**src/rtl/mem_port_arbiter.sv**
```systemverilog
// Single memory port shared by fetch (I) and load/store (D); D wins ties unless I has
// waited through MAX_D_STREAK D grants. Define MEM_ARB_TIMEOUT_EN to enable the BUSY watchdog.
module mem_port_arbiter #(
  parameter int ADDR_W       = 32,
  parameter int DATA_W       = 32,
  parameter int MAX_D_STREAK = 4,
  parameter int TIMEOUT      = 255
) (
  input  logic                clk,
  input  logic                rst,
  input  logic                i_req,
  input  logic [ADDR_W-1:0]   i_addr,
  output logic                i_gnt,
  output logic                i_rvalid,
  output logic [DATA_W-1:0]   i_rdata,
  input  logic                d_req,
  input  logic                d_we,
  input  logic [ADDR_W-1:0]   d_addr,
  input  logic [DATA_W-1:0]   d_wdata,
  input  logic [DATA_W/8-1:0] d_be,
  output logic                d_gnt,
  output logic                d_rvalid,
  output logic [DATA_W-1:0]   d_rdata,
  output logic                m_req,
  output logic                m_we,
  output logic [ADDR_W-1:0]   m_addr,
  output logic [DATA_W-1:0]   m_wdata,
  output logic [DATA_W/8-1:0] m_be,
  input  logic                m_ack,
  input  logic [DATA_W-1:0]   m_rdata,
  output logic                busy,
  output logic                timeout_err
);
  localparam int BE_W = DATA_W/8;
  localparam int SW   = $clog2(MAX_D_STREAK+1);

  typedef enum logic [1:0] {IDLE, BUSY_I, BUSY_D} state_t;

  state_t        state;
  logic [SW-1:0] streak;
  logic          force_i;
  logic          abort;

  // I is forced only when it is actually waiting and D has used up its streak
  assign force_i = i_req && (streak == SW'(MAX_D_STREAK));
  assign d_gnt   = (state == IDLE) && d_req && !force_i;
  assign i_gnt   = (state == IDLE) && i_req && !d_gnt;
  assign busy    = (state != IDLE);

`ifdef MEM_ARB_TIMEOUT_EN
  localparam int TW = $clog2(TIMEOUT+1);
  logic [TW-1:0] tcnt;

  // abort in the cycle the count would reach TIMEOUT; a same-cycle ack still completes
  assign abort = busy && !m_ack && (tcnt == TW'(TIMEOUT-1));

  always_ff @(posedge clk) begin
    if (rst) begin
      tcnt        <= '0;
      timeout_err <= 1'b0;
    end else begin
      if (state == IDLE)
        tcnt <= '0;
      else if (!m_ack)
        tcnt <= tcnt + 1'b1;
      if (abort)
        timeout_err <= 1'b1;
    end
  end
`else
  assign abort       = 1'b0;
  assign timeout_err = 1'b0;
`endif

  always_ff @(posedge clk) begin
    if (rst) begin
      state    <= IDLE;
      streak   <= '0;
      m_req    <= 1'b0;
      m_we     <= 1'b0;
      m_addr   <= '0;
      m_wdata  <= '0;
      m_be     <= '0;
      i_rvalid <= 1'b0;
      d_rvalid <= 1'b0;
      i_rdata  <= '0;
      d_rdata  <= '0;
    end else begin
      i_rvalid <= 1'b0;
      d_rvalid <= 1'b0;
      case (state)
        IDLE: begin
          if (d_gnt) begin
            state   <= BUSY_D;
            m_req   <= 1'b1;
            m_we    <= d_we;
            m_addr  <= d_addr;
            m_wdata <= d_wdata;
            m_be    <= d_be;
            if (!i_req)
              streak <= '0;
            else if (streak != SW'(MAX_D_STREAK))
              streak <= streak + 1'b1;
          end else if (i_gnt) begin
            state   <= BUSY_I;
            m_req   <= 1'b1;
            m_we    <= 1'b0;
            m_addr  <= i_addr;
            m_wdata <= '0;
            m_be    <= {BE_W{1'b1}};
            streak  <= '0;
          end
        end
        BUSY_I: begin
          if (m_ack || abort) begin
            state    <= IDLE;
            m_req    <= 1'b0;
            i_rvalid <= 1'b1;
            i_rdata  <= m_ack ? m_rdata : '0;
          end
        end
        BUSY_D: begin
          if (m_ack || abort) begin
            state    <= IDLE;
            m_req    <= 1'b0;
            d_rvalid <= 1'b1;
            // a completed store leaves the last load data in place
            if (!m_ack)
              d_rdata <= '0;
            else if (!m_we)
              d_rdata <= m_rdata;
          end
        end
        default: begin
          state <= IDLE;
          m_req <= 1'b0;
        end
      endcase
    end
  end
endmodule

```
**config.mk**
```make
export PLATFORM = sky130hd
export DESIGN_NAME = mem_port_arbiter
export DESIGN_NICKNAME = d
export VERILOG_FILES = /design/src/rtl/mem_port_arbiter.sv
export SDC_FILE = /design/constraint.sdc
export NUM_CORES = 1
export LEC_CHECK = 0
export CAP_MARGIN = 25
export CORE_MARGIN = 2
export CORE_UTILIZATION = 46
export CTS_BUF_LIST = sky130_fd_sc_hd__clkbuf_4 sky130_fd_sc_hd__clkbuf_8
export DETAILED_ROUTE_END_ITERATION = 8
export PLACE_DENSITY = 0.95
export SYNTH_ARGS = -nofsm -noshare
export SYNTH_HDL_FRONTEND = slang
export SYNTH_SLANG_ARGS = --single-unit
```
**constraint.sdc**
```tcl
create_clock -name clk -period 3.02 [get_ports clk]
set_input_delay 0.302 -clock clk [delete_from_list [all_inputs] [get_ports clk]]
set_output_delay 0.302 -clock clk [all_outputs]
set_load 0.05 [all_outputs]
```
[Yosys cells after proc, flatten, opt, wreduce, memory -nomap -nowiden]
Cells that the tools add are included.
Word-level totals
  latch bits: 0
  bits in registers: 141
  memories: 0
  bits of input ports: 138
  memory bits (read-only): 0
  output and inout bits: 140
  memory bits (writable): 0
  word-level logic and storage cells: 61
Operators by class
  bitwise gates (word level): 3
  multipliers: 0
  reductions and logical operators: 18
  eq/ne operators: 7
  shift-type cells: 0
  $add $sub $neg: 1
  div/mod/pow operators: 0
  order comparisons: 0
  multiplexer cells: 21
Operators with widths (number)
  32-bit 2-to-1 mux: 4
  3-bit 2-to-1 mux: 4
  4-bit 2-to-1 mux: 2
  1-bit 2-to-1 mux: 6
  2-bit 2-to-1 mux: 3
  3-bit inequality test, second input constant: 2
  2-bit AND reduction: 3
  3-bit AND reduction: 2
  2-bit OR reduction: 3
  1-bit logical AND: 5
  2-bit case mux with 2 select lines: 1
  2-bit nonzero test: 2
  3-bit by 1-bit adder with 3-bit output, second input constant: 1
  3-bit == test, second input constant: 1
  3-bit by 2-bit inequality test with 1-bit output, second input constant: 1
  1-bit inverter: 3
  2-bit by 1-bit == test with 1-bit output, second input constant: 1
  2-bit == test, second input constant: 1
  1-bit zero test: 2
  2-bit zero test: 1
  2-bit by 1-bit inequality test with 1-bit output, second input constant: 1
  1-bit case mux with 2 select lines: 1

[Logic depth before layout (Yosys ltp)]
  depth after elaboration: 9
  mapped depth: 8
  depth with buffers taken out: 5

[Least setup slack after synthesis]
Ideal clock, no wire load.
  kind: register to output
  start: register streak[0]
  end: output d_gnt
  required time: 2.718 ns
  cell stages (with the launch flop): 7
  arrival time: 1.717 ns
  buffers on the path: 2
  slack: 1.001 ns
  cell sequence: dfxtp_1 -> inv_1 -> ha_1 -> and3_1 -> buf_6 -> buf_8 -> nor2_1
Between the ends
  cells in the longest elaborated chain, start to end: 4
Ends and longest elaborated chain
  start, declared: RTL line 40  | logic [SW-1:0] streak;
  start signal, assigned: RTL line 103  | streak <= streak + 1'b1;
  3-bit == test: RTL line 45  | assign force_i = i_req && (streak == SW'(MAX_D_STREAK));
  1-bit logical AND: RTL line 45
  1-bit zero test: RTL line 46  | assign d_gnt = (state == IDLE) && d_req && !force_i;
  1-bit logical AND: RTL line 46
  end, declared: RTL line 21  | output logic d_gnt,
Every way passes these cells.

[Worst setup path after layout]
  start: register state[0]
  end: output i_gnt
Between the ends
  cells in the longest elaborated chain, start to end: 5
  elaborated cells between the ends (all ways): 6
  those cells by class: reduce/logical (6)
Ends and longest elaborated chain
  start, declared: RTL line 39  | state_t state;
  start signal, assigned: RTL line 77  | state <= IDLE;
  start signal, assigned: RTL line 94  | state <= BUSY_D;
  start signal, assigned: RTL line 105  | state <= BUSY_I;
  2-bit zero test (*): RTL line 46, 47
  1-bit logical AND (2 in series): RTL line 46
  1-bit zero test: RTL line 47  | assign i_gnt = (state == IDLE) && i_req && !d_gnt;
  1-bit logical AND (*): RTL line 47
  end, declared: RTL line 13  | output logic i_gnt,
Mark *: on every way between the ends. The rest lies on a longest branch, timed or not.

==> results.md <==
- #FFs+latches synth: 141
- Vias per cell: 5.503
- Mapped Cells: 653
- Max Cap Viol: 0
- PortBufs: 276
- Crit path kind: reg2out
- Drt wl/cell: 17.69 um
- Worst hold endpoint: m_wdata[10]
- Area Growth Syn to Fin: 53.68%
- Syn_area_per_cell: 8.988 um2
- Leakage: 3.129 nW
- Antenna violations before repair: 1
- Vias in the first global route: 5762
- Layout Skew: 0.007900 ns
- Post-synth EDFFs: 0
- Area of the core: 12520 um2
- Setup-failing EPs final: 0
- First-pass GRT wire length: 28960 um
- Post-CTS Repair Setup Buffers: 0
- Critical Path RT: 2.72 ns
- I/O pin count: 278
- CTS tree: yes
- Clock root buffer master: clkbuf_8
- Antenna-violating nets left: 0
- Grt ovf: 0
- Register clock-pin slew on the reported worst setup and hold paths: 0.08 ns
- Seq/Total Area, Yosys: 48.09%
- Startpoint Class: register
- RR Endpoint: m_be[1]
- Cts repair resizes: 0
- TritonRoute pass-1 iters: 4
- Die height: 117.0 um
- Yosys cell types: 40
- Syn nets: 796
- DRC viols: 0
- Setup_tns: 0 ns
- Via count: 5960
- GPL Wtd Cong: 0.8058
- Share of cells above drive strength 1: 12.64%
- H-tree levels: 4
- Final WL: 19160 um
- HP Start: rst
- Post-synthesis async set-or-reset flop share: 0%
- Num CTS Buffers: 17
- Final hold vios: 0
- Largest buffer count on any clock path: 2
- Peak supply drop: 0.4646 mV
- R2r setup slk: 0.86 ns
- Row cnt: 41
- Pwr/cell area: 564.7 nW/um2
- Status: finished clean
- Initial Utilization: 46.89%
- Worst Reg-to-Reg Cells: 6
- RSZ-0062 raised after global routing: no
- Part of the cycle the worst path needs: 88.26%
- Largest net degree at the start of global routing: 77
- Critical path endpoint category: primary output
- Worst Path Max Fanout: 12
- Type of the worst min-delay path: in2reg
- RR Startpoint: state[0]
- FILL cells: 873
- Yosys warnings: 0
- Slew at the pin closest to its max-slew limit: 0.6230 ns
- Worst EP arrival: 2.36 ns
- GRT Total Usage: 27.45%
- Hold path cells: 2
- Fin nets: 1041
- Top_reg_cell synth: dfxtp_1
- Syn Std Cell Area: 5869 um2
- Die Area: 13680 um2
- Clock sink count: 141
- Slew headroom: 58.47%
- Final Critical Period: 2.666 ns
- Final Max Tran Viols: 0
- Chip Width: 117.0 um
- Post-DP HPWL: 13020 um
- Max Clock Freq: 375.2 MHz
- Clk Latency, worst-skew pair: 0.46 ns
- Detailed Route Iter0 Violations: 460
- Tot Pwr: 5.093 mW
- Hold_buf cts: 0
kinds of logic after synthesis:
kind of cell	count (synthesis)	share of synthesized area [%]
flip-flops	141	48.09
other	1	0.06389
AO/OA/AOI/OAI	175	24.07
buffers and inverters	70	7.419
AND/OR/NAND/NOR	261	19.29
adder cells (fa/ha/maj)	5	1.066
routing by layer:
metal  share of wire, %  vias to the layer above  track usage [%]  routed length, um
met4                4.8                        0            16.39                918
met2                 50                      284            46.71               9603
li1                   -                     2765                -                  -
met5                  0                        -                0                  0
met3                7.9                       73            8.445               1514
met1                 37                     2838            30.15               7122
how the worst max path moves through the flow:
stage	from	slack, ns	cells after the start	to
floorplan	streak[0]	1.00	6	d_gnt
global placement	i_req	0.65	3	i_gnt
global route	state[0]	0.20	5	d_gnt
finish	state[0]	0.35	4	i_gnt
CTS	state[0]	0.33	4	i_gnt
detailed placement	i_req	0.63	3	i_gnt
critical path: stages (launching register included):
cell             delay [ns]
dfxtp_1                0.33
inv_1                  0.08
ha_1                   0.45
and3_1                 0.24
clkdlybuf4s50_1        0.80
registers in the layout (all words and copies together), names as in the netlist:
signal    flops
m_addr       32
d_rvalid      1
i_rvalid      1
m_req         1
m_wdata      32
d_rdata      32
streak        3
state         2
i_rdata      32
m_be          4
m_we          1
cell type report:
class	count	area, um2	area share, %
multi-input cells	442	2613	28.96
inverters	5	18.77	0.2081
diodes	1	2.502	0.02774
repair buffers	291	2920	32.38
clock inverters	14	193.9	2.150
well taps	172	215.2	2.386
clock buffers	17	234.0	2.594
flip-flops and latches	141	2823	31.29
Yosys cell counts, types with 2 or more instances:
cell,count,area (um2)
nand2_1,133,499.2
o21ai_0,4,20.02
dfxtp_1,141,2823
nor3_2,4,40.04
ha_1,5,62.56
buf_6,9,101.4
nor3b_1,2,15.01
a32oi_1,34,297.8
and3_1,2,12.51
a311oi_1,4,35.03
buf_12,2,40.04
nand3_1,27,135.1
buf_8,2,30.03
clkbuf_1,21,78.83
inv_1,5,18.77
buf_4,5,37.54
nand4_1,4,25.02
nand3_2,6,60.06
buf_2,25,125.1
a311oi_2,27,405.4
and3b_1,2,17.52
nor2_1,71,266.5
nor3_1,4,20.02
o21ai_1,5,25.02
a21oi_1,71,355.3
o21ai_2,24,210.2
through the flow:
step / std cells / utilization, % / hold slack [ns] / area (um2) / setup WS, ns
floorplan: 653 / - / 0.4230 / 5869 / 1.001
global placement: 1051 / 68.62 / 0.4402 / 8589 / 0.6472
detailed placement: 1051 / 68.62 / 0.4460 / 8589 / 0.6284
CTS: 1082 / 72.04 / 0.3224 / 9017 / 0.3347
global route: 1083 / 72.06 / 0.3394 / 9020 / 0.1991
finish: 1083 / 72.06 / 0.3493 / 9020 / 0.3545
power breakdown:
group	leakage (nW)	switching (mW)	internal (mW)
Sequential	1.15	0.0659	1.98
Clock	0.201	0.761	0.896
Combinational	1.78	0.854	0.534
Total	3.13	1.68	3.41
cell usage in the layout, fill, tap and decap left out, types with 2 or more instances in the layout:
cell type	n
clkdlybuf4s50_1	274
dfxtp_1	141
nand2_1	133
nor2_1	71
a21oi_1	71
a32oi_1	34
a311oi_2	27
nand3_1	27
o21ai_2	24
clkbuf_8	17
buf_4	13
nand3_2	6
inv_1	5
o21ai_1	5
ha_1	5
clkinvlp_4	5
o21ai_0	4
a311oi_1	4
nor3_1	4
nor3_2	4
nand4_1	4
bufinv_16	4
buf_12	4
and3b_1	2
nor3b_1	2
inv_6	2
clkinv_2	2
Power figures use the tool's default switching activity.
